### src/rtl/elevator_scan_ctrl_pkg.sv
// Purpose: shared FSM state and direction encodings for the elevator SCAN controller.
// Contents: state_t (IDLE/MOVE/DOOR), dir_t (DIR_IDLE/DIR_UP/DIR_DN), reverse_dir helper.
// Ports: none (package only).
package elevator_scan_ctrl_pkg;

  typedef enum logic [1:0] {
    IDLE = 2'd0,
    MOVE = 2'd1,
    DOOR = 2'd2
  } state_t;

  // Code 2'b11 is never produced.
  typedef enum logic [1:0] {
    DIR_IDLE = 2'b00,
    DIR_UP   = 2'b01,
    DIR_DN   = 2'b10
  } dir_t;

  function automatic dir_t reverse_dir(input dir_t d);
    case (d)
      DIR_UP:  return DIR_DN;
      DIR_DN:  return DIR_UP;
      default: return DIR_IDLE;
    endcase
  endfunction

endpackage

### src/rtl/elevator_req_scan.sv
// Purpose: combinational scan of latched requests relative to one floor.
// Latency: purely combinational; no state, no flow control.
// Ports: pend_car/pend_up/pend_dn latched requests, floor under test, dir travel
//        direction -> any_above/any_below/any_here, stop_here (stop rule for a car
//        arriving at floor while travelling in dir), nearest_up (nearest pending
//        floor is above, ties resolved upward).
module elevator_req_scan
  import elevator_scan_ctrl_pkg::*;
#(
  parameter int NUM_FLOORS = 8,
  parameter int FW         = $clog2(NUM_FLOORS)
) (
  input  logic [NUM_FLOORS-1:0] pend_car,
  input  logic [NUM_FLOORS-1:0] pend_up,
  input  logic [NUM_FLOORS-1:0] pend_dn,
  input  logic [FW-1:0]         floor,
  input  dir_t                  dir,
  output logic                  any_above,
  output logic                  any_below,
  output logic                  any_here,
  output logic                  stop_here,
  output logic                  nearest_up
);

  logic [NUM_FLOORS-1:0] pend;
  int                    fl;
  int                    best;

  assign pend = pend_car | pend_up | pend_dn;

  always_comb begin
    any_above  = 1'b0;
    any_below  = 1'b0;
    nearest_up = 1'b0;
    best       = NUM_FLOORS;
    fl         = int'(floor);
    // Floors below are visited first with a strict compare; floors above use <=,
    // so an equal-distance floor above wins the tie.
    for (int i = 0; i < NUM_FLOORS; i++) begin
      if (pend[i]) begin
        if (i > fl) begin
          any_above = 1'b1;
          if (i - fl <= best) begin
            best       = i - fl;
            nearest_up = 1'b1;
          end
        end else if (i < fl) begin
          any_below = 1'b1;
          if (fl - i < best) begin
            best       = fl - i;
            nearest_up = 1'b0;
          end
        end
      end
    end
    any_here = pend[floor];
    // Stop for an in-car request, a hall call matching travel, or end of run.
    case (dir)
      DIR_UP:  stop_here = pend_car[floor] | pend_up[floor] | ~any_above;
      DIR_DN:  stop_here = pend_car[floor] | pend_dn[floor] | ~any_below;
      default: stop_here = any_here;
    endcase
  end

endmodule

### src/rtl/elevator_scan_ctrl.sv
// Purpose: SCAN elevator controller: latches car/hall calls, moves the car floor by
//          floor, opens the door at served floors and reverses at the end of a run.
// Latency: request -> pending next cycle; idle car starts moving one cycle later.
// Ports: clk, rst (sync, active-high); hall_up/hall_dn/car_req per-floor calls;
//        door_hold; current_floor, direction, moving, door_open, pending.
module elevator_scan_ctrl
  import elevator_scan_ctrl_pkg::*;
#(
  parameter int NUM_FLOORS    = 8,
  parameter int TRAVEL_CYCLES = 4,
  parameter int DOOR_CYCLES   = 6
) (
  input  logic                          clk,
  input  logic                          rst,
  input  logic [NUM_FLOORS-1:0]         hall_up,
  input  logic [NUM_FLOORS-1:0]         hall_dn,
  input  logic [NUM_FLOORS-1:0]         car_req,
  input  logic                          door_hold,
  output logic [$clog2(NUM_FLOORS)-1:0] current_floor,
  output logic [1:0]                    direction,
  output logic                          moving,
  output logic                          door_open,
  output logic [NUM_FLOORS-1:0]         pending
);

  localparam int FW  = $clog2(NUM_FLOORS);
  localparam int TCW = (TRAVEL_CYCLES > 1) ? $clog2(TRAVEL_CYCLES) : 1;
  localparam int DCW = (DOOR_CYCLES > 1) ? $clog2(DOOR_CYCLES) : 1;
  localparam logic [TCW-1:0]        TRAVEL_LAST = TCW'(TRAVEL_CYCLES - 1);
  localparam logic [DCW-1:0]        DOOR_LAST   = DCW'(DOOR_CYCLES - 1);
  localparam logic [NUM_FLOORS-1:0] ONE         = NUM_FLOORS'(1);
  // No up call from the top floor, no down call from floor 0.
  localparam logic [NUM_FLOORS-1:0] UP_OK       = ~(ONE << (NUM_FLOORS - 1));
  localparam logic [NUM_FLOORS-1:0] DN_OK       = ~ONE;

  state_t                state;
  dir_t                  dir;
  logic [FW-1:0]         floor;
  logic [TCW-1:0]        tcnt;
  logic [DCW-1:0]        dcnt;
  logic [NUM_FLOORS-1:0] pend_car, pend_up, pend_dn;

  logic                  tick, beyond, behind, door_req;
  logic                  any_above, any_below, any_here, stop_here, nearest_up;
  logic [FW-1:0]         next_floor, scan_floor;
  logic [NUM_FLOORS-1:0] here, up_in, dn_in, serve, clr_car, clr_up, clr_dn;

  assign current_floor = floor;
  assign direction     = dir;
  assign pending       = pend_car | pend_up | pend_dn;

  assign up_in      = hall_up & UP_OK;
  assign dn_in      = hall_dn & DN_OK;
  assign tick       = (state == MOVE) && (tcnt == TRAVEL_LAST);
  assign next_floor = (dir == DIR_UP) ? floor + FW'(1) : floor - FW'(1);
  // On the arrival cycle the scan looks at the floor being entered, so the stop
  // decision and the request clears land on the same edge as the floor update.
  assign scan_floor = tick ? next_floor : floor;
  assign here       = ONE << scan_floor;
  assign beyond     = ((dir == DIR_UP) && any_above) || ((dir == DIR_DN) && any_below);
  assign behind     = ((dir == DIR_UP) && any_below) || ((dir == DIR_DN) && any_above);
  assign door_req   = |((car_req | up_in | dn_in) & here);

  elevator_req_scan #(
    .NUM_FLOORS (NUM_FLOORS),
    .FW         (FW)
  ) u_scan (
    .pend_car   (pend_car),
    .pend_up    (pend_up),
    .pend_dn    (pend_dn),
    .floor      (scan_floor),
    .dir        (dir),
    .any_above  (any_above),
    .any_below  (any_below),
    .any_here   (any_here),
    .stop_here  (stop_here),
    .nearest_up (nearest_up)
  );

  // Requests served on this edge; a clear beats a simultaneous new request.
  always_comb begin
    clr_car = '0;
    clr_up  = '0;
    clr_dn  = '0;
    serve   = '0;
    case (state)
      IDLE: begin
        if (any_here) begin
          clr_car = here;
          clr_up  = here;
          clr_dn  = here;
        end
      end
      MOVE: begin
        if (tick && stop_here) begin
          clr_car = here;
          if (dir == DIR_UP) clr_up = here;
          else               clr_dn = here;
          // End of run: the opposite call is picked up as the car turns round.
          if (!beyond) begin
            clr_up = here;
            clr_dn = here;
          end
        end
      end
      DOOR:    serve = here;
      default: serve = '0;
    endcase
  end

  always_ff @(posedge clk) begin
    if (rst) begin
      state     <= IDLE;
      dir       <= DIR_IDLE;
      floor     <= '0;
      tcnt      <= '0;
      dcnt      <= '0;
      moving    <= 1'b0;
      door_open <= 1'b0;
      pend_car  <= '0;
      pend_up   <= '0;
      pend_dn   <= '0;
    end else begin
      pend_car <= (pend_car | (car_req & ~serve)) & ~clr_car;
      pend_up  <= (pend_up  | (up_in   & ~serve)) & ~clr_up;
      pend_dn  <= (pend_dn  | (dn_in   & ~serve)) & ~clr_dn;
      case (state)
        IDLE: begin
          if (any_here) begin
            state     <= DOOR;
            door_open <= 1'b1;
            dcnt      <= '0;
          end else if (|pending) begin
            state  <= MOVE;
            moving <= 1'b1;
            tcnt   <= '0;
            dir    <= nearest_up ? DIR_UP : DIR_DN;
          end else begin
            dir <= DIR_IDLE;
          end
        end
        MOVE: begin
          if (tick) begin
            tcnt  <= '0;
            floor <= next_floor;
            if (stop_here) begin
              state     <= DOOR;
              moving    <= 1'b0;
              door_open <= 1'b1;
              dcnt      <= '0;
              if (!beyond) dir <= reverse_dir(dir);
            end
          end else begin
            tcnt <= tcnt + TCW'(1);
          end
        end
        DOOR: begin
          if (door_hold || door_req) begin
            dcnt <= '0;
          end else if (dcnt == DOOR_LAST) begin
            dcnt      <= '0;
            door_open <= 1'b0;
            if (beyond) begin
              state  <= MOVE;
              moving <= 1'b1;
              tcnt   <= '0;
            end else if (behind) begin
              state  <= MOVE;
              moving <= 1'b1;
              tcnt   <= '0;
              dir    <= reverse_dir(dir);
            end else begin
              state <= IDLE;
              dir   <= DIR_IDLE;
            end
          end else begin
            dcnt <= dcnt + DCW'(1);
          end
        end
        default: begin
          state     <= IDLE;
          moving    <= 1'b0;
          door_open <= 1'b0;
        end
      endcase
    end
  end

endmodule

### config.mk
export PLATFORM = sky130hd
export DESIGN_NAME = elevator_scan_ctrl
export DESIGN_NICKNAME = d
export VERILOG_FILES = /design/src/rtl/elevator_scan_ctrl_pkg.sv /design/src/rtl/elevator_req_scan.sv /design/src/rtl/elevator_scan_ctrl.sv
export SDC_FILE = /design/constraint.sdc
export NUM_CORES = 1
export LEC_CHECK = 0
export BUFFER_PORTS_ARGS = -buffer_cell sky130_fd_sc_hd__buf_2
export CAP_MARGIN = 20
export CORE_MARGIN = 2
export CORE_UTILIZATION = 60
export DETAILED_ROUTE_END_ITERATION = 16
export GPL_ROUTABILITY_DRIVEN = 0
export PLACE_DENSITY = 0.8
export SLEW_MARGIN = 20
export SYNTH_ARGS = -nofsm -noshare
export SYNTH_HDL_FRONTEND = slang
export SYNTH_SLANG_ARGS = --single-unit
### constraint.sdc
create_clock -name clk -period 18.8 [get_ports clk]
set_clock_uncertainty 0.15 [all_clocks]
set_input_delay 0.94 -clock clk [delete_from_list [all_inputs] [get_ports clk]]
set_output_delay 0.94 -clock clk [all_outputs]
set_load 0.01 [all_outputs]
==> run metrics <==
outcome=finished clean; fmax=59.64 MHz; final wirelength=16.76 mm; most common cell in the netlist=ha_1; final hold vios=0; sequential fraction of the synthesis area=14.15%; number of global-route vias before repair=5700; Post-synth EDFFs=0; die area=roughly 9700 µm²; CP peak stage delay=0.70 ns; Max-Slew Margin vs Limit=a little under a third; vias per inst=7.100; Total GRT Usage=34.01%; synth top area cells=ha_1, dfxtp_1, a21oi_1; DRT iter0 DRCs=590; syn_area_per_cell=7.606 µm²; Hold Crit Class=register to register; largest area contributor in the netlist=ha_1; initial antenna violation count=0; cell area after layout=5715 µm²; Final ANT Viol Nets=0; Num CTS Buffers=5; hold wc startpoint=tcnt[1]; share of layout cells above drive strength 1=12.41%; Skew-Pair Late Insertion Delay=0.30 ns; drt pass-1 iters=5; GR Overflow Total=0; asr flop ratio synth=0%; Die Y=98.67 µm; WL/cell=19.93 µm; fin worst setup slack=between 2 and 2.5 ns; drt drc=0; Fill cells=777; post-synthesis cell area=5378 µm²; core area=8721 µm²; CP Launch Point=direction[1]; synth warn=0; Initial Utilization=61.66%; Fin Setup TNS=0 ns; arrival time worst endpoint=between 15 and 20 ns; first-pass GRT wire length=27.46 mm; worst slew pin tran=1.010 ns; Synth Flop Type=dfxtp_1; #FFs+latches synth=38; Pwr Total=0.4559 mW; Setup-failing EPs final=0; I/O Pins=42; synth unique cells=92; PwrDens=79.76 nW/µm²; LEAKAGE=2.394 nW; Final #Nets=approximately 840; Clock transition at path regs=0.08 ns; Layout area overhead=6.282%; dpl hpwl=12.80 mm; Post-CTS Setup Inserts=0; Hold Worst Slack=0.3341 ns; Startpoint Class=register; RSZ-0062 raised after global routing=false; num rows=34; Placed Area=5624 µm²; area of the multi-input gates=between 4000 and 5000 µm²; Max Slew Vio Count=0; ANT cells=0; hold buffers post-CTS=0; Max-Cap Viols=0; I/O Buffers=39; Post-CTS Resized=0; clk sinks=38; Post-synth top cells=ha_1, a21oi_1, nand2_1, nor2_1, inv_1; root buf cell=clkbuf_8; crit path time final=16.77 ns; part of the cycle the worst path needs=between 80% and 90%; Crit-path slowest cell=a2111oi_2; critical path endpoint category=register; H-tree depth=2; r2r startpoint=direction[1]; vias=5971; Post-Syn Instances=707; clk buf depth=2; crit-path most repeated cell=ha_1; critical path class=register to register; CP required=18.90 ns; Register Area=760.7 µm²; Place WS=2.623 ns; crit path max fanout=30; largest net degree at the start of global routing=37; CTS tree=built; VDD IR max=0.00004733 V; Die X=98.67 µm; Yosys top cell area share=between 10% and 20%
==> critical path, delay by kind of cell, from the launching register on <==
kind / cells / cell delay (ns)
AOI/OAI and AO/OA: 31 / 7.03
xor gates and xnor gates: 1 / 0.23
adders and majority gates: 10 / 3.08
buffers and inverters: 5 / 0.64
DFF: 1 / 0.40
muxes: 1 / 0.38
and+or+nand+nor: 18 / 4.76
==> placed cells by master, fill, tap and decap left out, drive strengths merged, types with 9 or more instances in the layout <==
cell type  instances
o21a               9
a311oi            11
ha                82
nand2             61
a211oi            21
nor2              57
o22ai              9
nor3              23
a21oi             69
nor2b             10
nand3             23
a21o              10
inv               43
o211ai            11
dfxtp             38
buf               44
a31oi              9
nand4             12
o21ai             36
==> layout make-up <==
class / instances / area share, %
clock inverter: 1 / 0.08757
timing repair buffer: 44 / 4.072
multi-input combinational: 599 / 75.77
inverter: 44 / 2.890
sequential: 38 / 13.31
clock buffer: 7 / 1.511
tap: 108 / 2.364
==> routing by layer <==
layer | global-route usage [%] | share of wire [%] | wire (µm)
met1 | 43.41 | 39 | 6547
met2 | 57.56 | 47 | 7921
met3 | 3.830 | 10 | 1675
met4 | 15.70 | 3.7 | 613
met5 | 0 | 0 | 0
==> power by group <==
group	switching [mW]	total [mW]	internal, mW	leakage, nW
logic	0.179	0.295	0.115	2.03
clock network	0.0303	0.0599	0.0296	0.0482
registers	0.0104	0.101	0.0909	0.315
total	0.220	0.456	0.236	2.39
==> through the flow <==
stage	cells	util [%]
2_1_floorplan	709	-
3_3_place_gp	833	64.49
3_5_place_dp	833	64.49
4_1_cts	841	65.54
5_1_grt	841	65.54
6_report	841	65.54
==> worst paths after layout <==
path                                     end  slack [ns]  depth (start not counted)
worst min register to register       tcnt[1]        0.33                          2
worst max register to register  direction[1]        2.03                         66
worst max-delay path            direction[1]        2.03                         66
worst min-delay path                 tcnt[1]        0.33                          2
==> state kept, by name, indices dropped and copies added (netlist names) <==
register	count
pend_up	8
tcnt	2
current_floor	3
moving	1
direction	2
pend_car	8
pend_dn	8
state	2
door_open	1
dcnt	3
==> cells by family after synthesis <==
kind of cell,Yosys count,share of synthesized area (%)
multiplexers,9,2.862
AND/OR/NAND/NOR,240,22.57
AO/OA/AOI/OAI,263,35.23
adder cells (fa/ha/maj),83,19.45
XOR/XNOR,1,0.1629
other,1,0.06973
flip-flops,38,14.15
buffers and inverters,72,5.514
Note: power is estimated with default switching activity, not from simulation.
